==> src/rtl/au_smq_iter.sv <==
// Sign-magnitude fixed-point arithmetic unit: 1-cycle ADD/SUB/MUL/ADDI/MULI/ABS and iterative restoring DIV.
// Define AU_ROUND_EN for round-half-away-from-zero on MUL/MULI/DIV; truncation toward zero otherwise.
`timescale 1ns/1ps
module au_smq_iter #(
    parameter int W    = 24,
    parameter int FRAC = 14
) (
    input  logic         clk,
    input  logic         rst_n,
    input  logic         start,
    input  logic [W-1:0] R,
    input  logic [W-1:0] S,
    input  logic [W-1:0] I,
    input  logic [2:0]   ctl_d,
    output logic [W-1:0] result,
    output logic         done,
    output logic         busy,
    output logic         ovf,
    output logic         dz
);
    localparam int M = W - 1;
    localparam int N = M + FRAC;
`ifdef AU_ROUND_EN
    localparam int NIT = N + 1;
`else
    localparam int NIT = N;
`endif
    localparam int CW = $clog2(NIT + 1);

    localparam logic [2:0] OP_ADD  = 3'b000;
    localparam logic [2:0] OP_SUB  = 3'b001;
    localparam logic [2:0] OP_MUL  = 3'b010;
    localparam logic [2:0] OP_DIV  = 3'b011;
    localparam logic [2:0] OP_ADDI = 3'b100;
    localparam logic [2:0] OP_MULI = 3'b101;
    localparam logic [2:0] OP_ABS  = 3'b110;

    localparam logic [M-1:0] MAX_MAG = {M{1'b1}};

    typedef enum logic [1:0] {IDLE, EXEC, DIV_IT, FIN} state_t;

    state_t         state_reg, state_next;
    logic [W-1:0]   a_reg, b_reg;
    logic [2:0]     op_reg;
    logic [NIT-1:0] dvd_reg, q_reg;
    logic [M-1:0]   rem_reg;
    logic [CW-1:0]  cnt_reg;
    logic [W-1:0]   result_reg;
    logic           done_reg, busy_reg, ovf_reg, dz_reg;

    logic [M-1:0]   ma, mb;
    logic           sa, sb;
    logic [M:0]     sum_mag;
    logic [2*M-1:0] prod, mshift;
    logic [M-1:0]   s_mag;
    logic           s_sign, s_ovf, s_dz;
    logic [M:0]     rem_shift;
    logic           q_bit;
    logic [M-1:0]   rem_next;
    logic [NIT-1:0] qf;
    logic [M-1:0]   d_mag;
    logic           d_ovf;

    assign ma = a_reg[M-1:0];
    assign mb = b_reg[M-1:0];
    // Signs normalised so -0 behaves as +0; SUB flips the sign of the second operand.
    assign sa = a_reg[M] & (|ma);
    assign sb = (b_reg[M] ^ (op_reg == OP_SUB)) & (|mb);
    assign sum_mag = {1'b0, ma} + {1'b0, mb};
    assign prod = {{M{1'b0}}, ma} * {{M{1'b0}}, mb};
`ifdef AU_ROUND_EN
    assign mshift = (prod >> FRAC) + {{(2*M-1){1'b0}}, prod[FRAC-1]};
`else
    assign mshift = prod >> FRAC;
`endif

    always_comb begin
        s_mag  = '0;
        s_sign = 1'b0;
        s_ovf  = 1'b0;
        s_dz   = 1'b0;
        case (op_reg)
            OP_ADD, OP_SUB, OP_ADDI: begin
                if (sa == sb) begin
                    s_sign = sa;
                    if (sum_mag[M]) begin
                        s_mag = MAX_MAG;
                        s_ovf = 1'b1;
                    end else begin
                        s_mag = sum_mag[M-1:0];
                    end
                end else if (ma >= mb) begin
                    s_sign = sa;
                    s_mag  = ma - mb;
                end else begin
                    s_sign = sb;
                    s_mag  = mb - ma;
                end
            end
            OP_MUL, OP_MULI: begin
                s_sign = sa ^ sb;
                if (|mshift[2*M-1:M]) begin
                    s_mag = MAX_MAG;
                    s_ovf = 1'b1;
                end else begin
                    s_mag = mshift[M-1:0];
                end
            end
            OP_DIV: begin
                // Only reached with a zero divisor; raw signs are used so -x / -0 gives +max.
                s_sign = a_reg[M] ^ b_reg[M];
                s_mag  = MAX_MAG;
                s_dz   = 1'b1;
            end
            OP_ABS: s_mag = ma;
            default: s_mag = '0;
        endcase
    end

    // One restoring step: bring in the next dividend bit and subtract if it fits.
    assign rem_shift = {rem_reg, dvd_reg[NIT-1]};
    assign q_bit     = (rem_shift >= {1'b0, mb});
    assign rem_next  = q_bit ? M'(rem_shift - {1'b0, mb}) : rem_shift[M-1:0];

`ifdef AU_ROUND_EN
    assign qf = (q_reg >> 1) + {{(NIT-1){1'b0}}, q_reg[0]};
`else
    assign qf = q_reg;
`endif
    assign d_ovf = |qf[NIT-1:M];
    assign d_mag = d_ovf ? MAX_MAG : qf[M-1:0];

    always_comb begin
        state_next = state_reg;
        case (state_reg)
            IDLE:    if (start) state_next = (ctl_d == OP_DIV && |S[M-1:0]) ? DIV_IT : EXEC;
            EXEC:    state_next = IDLE;
            DIV_IT:  if (cnt_reg == CW'(NIT - 1)) state_next = FIN;
            FIN:     state_next = IDLE;
            default: state_next = IDLE;
        endcase
    end

    always_ff @(posedge clk or negedge rst_n) begin
        if (!rst_n) begin
            state_reg  <= IDLE;
            a_reg      <= '0;
            b_reg      <= '0;
            op_reg     <= '0;
            dvd_reg    <= '0;
            q_reg      <= '0;
            rem_reg    <= '0;
            cnt_reg    <= '0;
            result_reg <= '0;
            done_reg   <= 1'b0;
            busy_reg   <= 1'b0;
            ovf_reg    <= 1'b0;
            dz_reg     <= 1'b0;
        end else begin
            state_reg <= state_next;
            done_reg  <= 1'b0;
            case (state_reg)
                IDLE: if (start) begin
                    a_reg    <= R;
                    b_reg    <= (ctl_d == OP_ADDI || ctl_d == OP_MULI) ? I : S;
                    op_reg   <= ctl_d;
                    dvd_reg  <= {R[M-1:0], {(NIT-M){1'b0}}};
                    q_reg    <= '0;
                    rem_reg  <= '0;
                    cnt_reg  <= '0;
                    busy_reg <= 1'b1;
                    ovf_reg  <= 1'b0;
                    dz_reg   <= 1'b0;
                end
                EXEC: begin
                    result_reg <= {s_sign & (|s_mag), s_mag};
                    ovf_reg    <= s_ovf;
                    dz_reg     <= s_dz;
                    done_reg   <= 1'b1;
                    busy_reg   <= 1'b0;
                end
                DIV_IT: begin
                    dvd_reg <= {dvd_reg[NIT-2:0], 1'b0};
                    rem_reg <= rem_next;
                    q_reg   <= {q_reg[NIT-2:0], q_bit};
                    cnt_reg <= cnt_reg + CW'(1);
                end
                FIN: begin
                    result_reg <= {(a_reg[M] ^ b_reg[M]) & (|d_mag), d_mag};
                    ovf_reg    <= d_ovf;
                    done_reg   <= 1'b1;
                    busy_reg   <= 1'b0;
                end
                default: ;
            endcase
        end
    end

    assign result = result_reg;
    assign done   = done_reg;
    assign busy   = busy_reg;
    assign ovf    = ovf_reg;
    assign dz     = dz_reg;
endmodule

==> config.mk <==
export PLATFORM = sky130hd
export DESIGN_NAME = au_smq_iter
export DESIGN_NICKNAME = d
export VERILOG_FILES = /design/src/rtl/au_smq_iter.sv
export SDC_FILE = /design/constraint.sdc
export NUM_CORES = 2
export LEC_CHECK = 0
export ABC_AREA = 0
export BUFFER_PORTS_ARGS = -buffer_cell sky130_fd_sc_hd__buf_4
export CORE_UTILIZATION = 45
export CTS_CLUSTER_DIAMETER = 200
export DETAILED_ROUTE_END_ITERATION = 16
export GPL_ROUTABILITY_DRIVEN = 1
export PLACE_DENSITY = 0.64
export REMOVE_ABC_BUFFERS = 1
export SETUP_SLACK_MARGIN = 0.1
export SKIP_LAST_GASP = 1
export SYNTH_ARGS = -nofsm -noshare
export SYNTH_HDL_FRONTEND = slang
export SYNTH_SLANG_ARGS = --single-unit
export TNS_END_PERCENT = 10
==> constraint.sdc <==
create_clock -name clk -period 10 [get_ports clk]
set_clock_uncertainty 0.2 [all_clocks]
set_input_delay 1.5 -clock clk [delete_from_list [all_inputs] [get_ports clk]]
set_output_delay 1.5 -clock clk [all_outputs]
set_load 0.02 [all_outputs]
# After elaboration in Yosys (flattened, before gate mapping)
# Cells that the tools add are included.
# classes
n_lt_le_gt_ge,2
n_reduce_logical,25
mul,1
n_addsub,5
muxes,35
eq_ne,16
bitwise,7
# ops
operator,count
$mux W23,7
$pmux W37 S2,2
$reduce_or A23 Y1,5
$pmux W23 S4,1
$mux W37,2
$sub A23 B23 Y23,3
$pmux W24 S2,1
$mul A23 B23 Y46,1
$pmux W23 S2,1
$add A23 B23 Y24,1
$ge A24 B23 Y1,1
$mux W24,1
$ge A23 B23 Y1,1
$eq A3 B3 Y1 const B,5
$reduce_or A14 Y1,1
$pmux W6 S2,1
$reduce_and A2 Y1,6
$eq A3 B2 Y1 const B,3
$mux W1,9
$reduce_or A9 Y1,1
$reduce_bool A2 Y1,4
$add A6 B1 Y6 const B,1
$eq A6 B6 Y1 const B,1
$mux W2,3
18 further kinds,29
# word_totals
register_bits,184
word_cells,104
in_bits,78

# Depth between registers and ports, before layout
# logic_depth
ltp_word,9
ltp_mapped,32
ltp_nobuf,28

# Least setup slack after synthesis
# No wires, ideal clock.
# synth_path
path_kind,register to register
startpoint,register b_reg[6]
endpoint,"register result_reg[7], in the netlist result[7]"
required_time_ns,9.666
slack_ns,1.972
arrival_ns,7.694
path_stages_with_launch,31
synth_period_minus_slack_ns,8.028
n_path_buf,4
cell_sequence,dfrtp_1 clkbuf_1 clkinv_1 buf_1 nor2_1 fa_1 fa_1 inv_1 fa_1 fa_1 inv_1 fa_1 fa_1 inv_1 fa_1 inv_1 ha_1 buf_2 a21oi_1 nand2_1 a2111oi_2 o221ai_2 a2111oi_0 o21ai_0 a211oi_1 nand4_1 nor4_4 a31oi_4 buf_6 nor3b_2 o22ai_1
# synth_via
elab_chain_len,6
word_cells_on_any_way,15
cone_classes,3 x add/sub; 1 x mul; 1 x order compare; 1 x eq/ne; 6 x mux; 1 x bitwise; 2 x reduce/logical
# synth_rtl
item,line,rtl
start: declaration,43,"logic [W-1:0] a_reg, b_reg;"
start signal: assignment,165,b_reg <= (ctl_d == OP_ADDI || ctl_d == OP_MULI) ? I : S;
"parallel branches: the longest is 4 deep, another holds $mul A23 B23 Y46",-,
$pmux W23 S4 (*),82,case (op_reg)
$pmux W24 S2 (*),162,case (state_reg)
end signal: assignment,176,"result_reg <= {s_sign & (|s_mag), s_mag};"
end signal: assignment,189,"result_reg <= {(a_reg[M] ^ b_reg[M]) & (|d_mag), d_mag};"
end: declaration,48,logic [W-1:0] result_reg;
# Mark *: on every way between the ends.
# A chain may end at the register's enable or synchronous reset.

# Worst setup path in the final report
# layout_path
startpoint,register a_reg[5]
endpoint,"register result_reg[20], in the netlist result[20]"
# layout_via
elab_chain_len,6
word_cells_on_any_way,15
cone_classes,3 x add/sub; 1 x mul; 1 x order compare; 1 x eq/ne; 6 x mux; 1 x bitwise; 2 x reduce/logical
# layout_rtl
item,line,rtl
start: declaration,43,
start signal: assignment,147,a_reg <= '0;
start signal: assignment,164,a_reg <= R;
"parallel branches: the longest is 4 deep, another holds $mul A23 B23 Y46",-,
$pmux W23 S4 (*),82,
$pmux W24 S2 (*),162,
# Marks and branches as above.

==> out/qor.csv <==
stage,metric,value,unit
synthesis,Synth Area in Adders,40.6,%
detailed_routing,Residual DRC,0,
global_route,first-pass GRT wire length,163000,um
synthesis,Synth Flop Type,dfrtp_1,
layout,max FFs per register,37,
synthesis,Syn Area/Cell,8.16,um^2
synthesis,number of synthesized flops with an enable pin,0,
clock_tree,Root Buffer,clkbuf_16,
global_route,GRT Total Usage,32.5,%
synthesis,Post-Synth XOR/XNOR Area,1.94,%
detailed_routing,vias per inst,5.87,
clock_tree,CTS tree,yes,
worst_setup_path,max incr delay on CP,0.64,ns
clock_tree,CTS Sinks,170,
layout,fraction of layout instances using a drive strength above 1,7.14,%
worst_setup_path,kind of critical path,reg -> reg,
sta,# setup viols final,0,
clock_tree,CTS Hold Bufs,0,
die,Core Area,0.0649,mm^2
synthesis,compound-gate portion of the synthesized area,13.8,%
synthesis,most frequent cells after synthesis,"609 x inv_1, 565 x nand2_1, 441 x fa_1, 354 x nor2_1, 262 x ha_1",
clock_tree,Clock Latency Late Sink,0.48,ns
die,Die Ht,259,um
synthesis,synthesized area,0.0298,mm^2
placed_design,PortBufs,105,
synthesis,Async SR Flop Fraction,100,%
layout,Post-Layout Cell Count,4539,
layout,Fill cells,6394,
die,die width,259,um
placed_design,gpl congestion,1.05,
sta,Tightest Pin Transition,1.26,ns
worst_setup_path,crit start category,register,
worst_setup_path,"Slowest-stage cell, CP",inv_1,
global_route,pin count of the biggest net entering global routing,75,
outcome,run status,finished clean,
placed_design,placed cells,4507,
synthesis,post-synth top area share,29.6,%
layout,# nets final,4452,
sta,upper clock frequency limit,105,MHz
worst_setup_path,Worst Path Required,10.12,ns
synthesis,biggest area consumer among synthesized cells,fa_1,
worst_setup_path,Worst Path Max Fanout,18,
synthesis,sequential share of the synthesized area,14.3,%
synthesis,"Distinct cells, synth",85,
clock_tree,CTS HTree Levels,4,
hold_path,Worst Hold Class,reg -> reg,
placed_design,post-DP HPWL,84700,um
synthesis,Simple-Gate Fraction of Synth Area,17.4,%
global_route,total gr overflow,0,
sta,RSZ-0062 raised after global routing,no,
worst_setup_path,crit-path most repeated cell,fa_1,
detailed_routing,First-pass DRT Iterations,6,
detailed_routing,remaining antenna violation count,0,
sta,fin crit share,95.2,%
sta,Final Hold Vio Count,0,
sta,"Slew Viols, Final",0,
worst_setup_path,CP Capture Type,register,
die,Starting Density,45.9,%
detailed_routing,drt wl/cell,23.8,um
die,cell row count,93,
layout,Antenna diodes,0,
detailed_routing,Total Routed Length,108000,um
flow_run,max cap viols,0,
global_route,vias in the first global route,26452,
synthesis,Mapped Cells,3655,
clock_tree,clock buffer depth,2,
detailed_routing,Vias,26664,
clock_tree,clock-pin transition on the worst setup and hold timing paths,0.08,ns
synthesis,dominant cells by area after synthesis,"fa_1 30%, dfrtp_1 14%, ha_1 11%",
synthesis,largest family of logic cells by synthesized area,adder cells,
synthesis,"flops & latches, synth",170,
die,I/O pin count,106,
clock_tree,CTS buffer count,17,
sta,fin crit period,9.52,ns
worst_setup_path,Worst EP arrival,9.64,ns
layout,Area Overhead vs Synth,7.97,%
synthesis,multiplexer area fraction after synthesis,1.52,%
synthesis,most common cell in the netlist,inv_1,
detailed_routing,Iter 0 DRT Violations,2913,
synthesis,yosys warns,0,
global_route,antenna violations before repair,4,
die,die area,0.0673,mm^2
sta,total negative slack,0,ns
sta,Max transition margin,15.9,%
## what timing repair did
| item | CTS | global route |
|---|---|---|
| resized for setup | 0 | 1 |
| buffers inserted | 0 | 0 |
| setup endpoints to repair | 0 | 1 |
## per-stage QoR
stage	worst slack [ns]	hold WS [ns]	instance area [um^2]	utilization, %
5_1_grt	0.103	0.299	32200	49.6
3_3_place_gp	0.614	0.260	31600	48.7
4_1_cts	0.632	0.282	32200	49.6
3_5_place_dp	0.666	0.264	31600	48.7
6_report	0.476	0.278	32200	49.6
2_1_floorplan	2.00	0.246	29000	-
## routing by layer
metal  share of wire (%)  vias to the layer above  track usage [%]
li1                    -                    11768                -
met1                  41                    13184             44.1
met2                  44                     1430             50.2
met3                 9.9                      276             6.53
met4                 5.2                        6             14.5
met5               0.032                        -                0
## cells by family (layout without fill, tap and decap cells)
group,count (synthesis),count (layout)
and+or+nand+nor,1209,1209
buffers and inverters,823,852
adders and majority gates,703,703
AOI/OAI and AO/OA,639,639
DFF,170,170
xor gates and xnor gates,66,66
muxes,45,45
## area by class of cell
type	count	area (um^2)	area share (%)
clock buffers	19	433	1.34
repair buffers	199	1500	4.65
clock inverters	13	114	0.354
multi-input cells	2662	22500	69.9
inverters	621	2330	7.25
well taps	855	1070	3.32
flip-flops and latches	170	4260	13.2
## critical path: cells and delay by family, from the launching register on
family	cells	cell delay (ns)
adders and majority gates	8	3.87
and+or+nand+nor	3	1.06
DFF	1	0.56
AOI/OAI and AO/OA	10	2.80
buffers and inverters	5	0.85
## path summary, 6_finish.rpt
kind	startpoint	endpoint	slack [ns]	depth (start not counted)
worst min register to register	dvd_reg[34]	dvd_reg[34]	0.28	2
min in group asynchronous	rst_n	q_reg[32]	0.75	1
max in group asynchronous	rst_n	result[17]	7.54	2
worst max-delay path	a_reg[5]	result[20]	0.48	26
worst max register to register	a_reg[5]	result[20]	0.48	26
worst min-delay path	dvd_reg[34]	dvd_reg[34]	0.28	2
## layout by cell type (no fill, tap or decap), drive strengths merged, types with 18 or more instances in the layout
cell type	instances
inv	619
nand2	566
fa	441
nor2	355
ha	262
o21ai	216
buf	199
dfrtp	170
a21oi	130
nand3	66
nor3	53
a21o	44
xnor2	44
mux2i	43
nand4	34
nor4	29
and2	24
xor2	22
o21bai	20
nor2b	20
nand2b	19
a211oi	19
clkbuf	19
o211ai	18
a221oi	18
o221ai	18
Power is not shown: default switching activity piles up to over one toggle a cycle in this logic, so the estimate is an artifact.
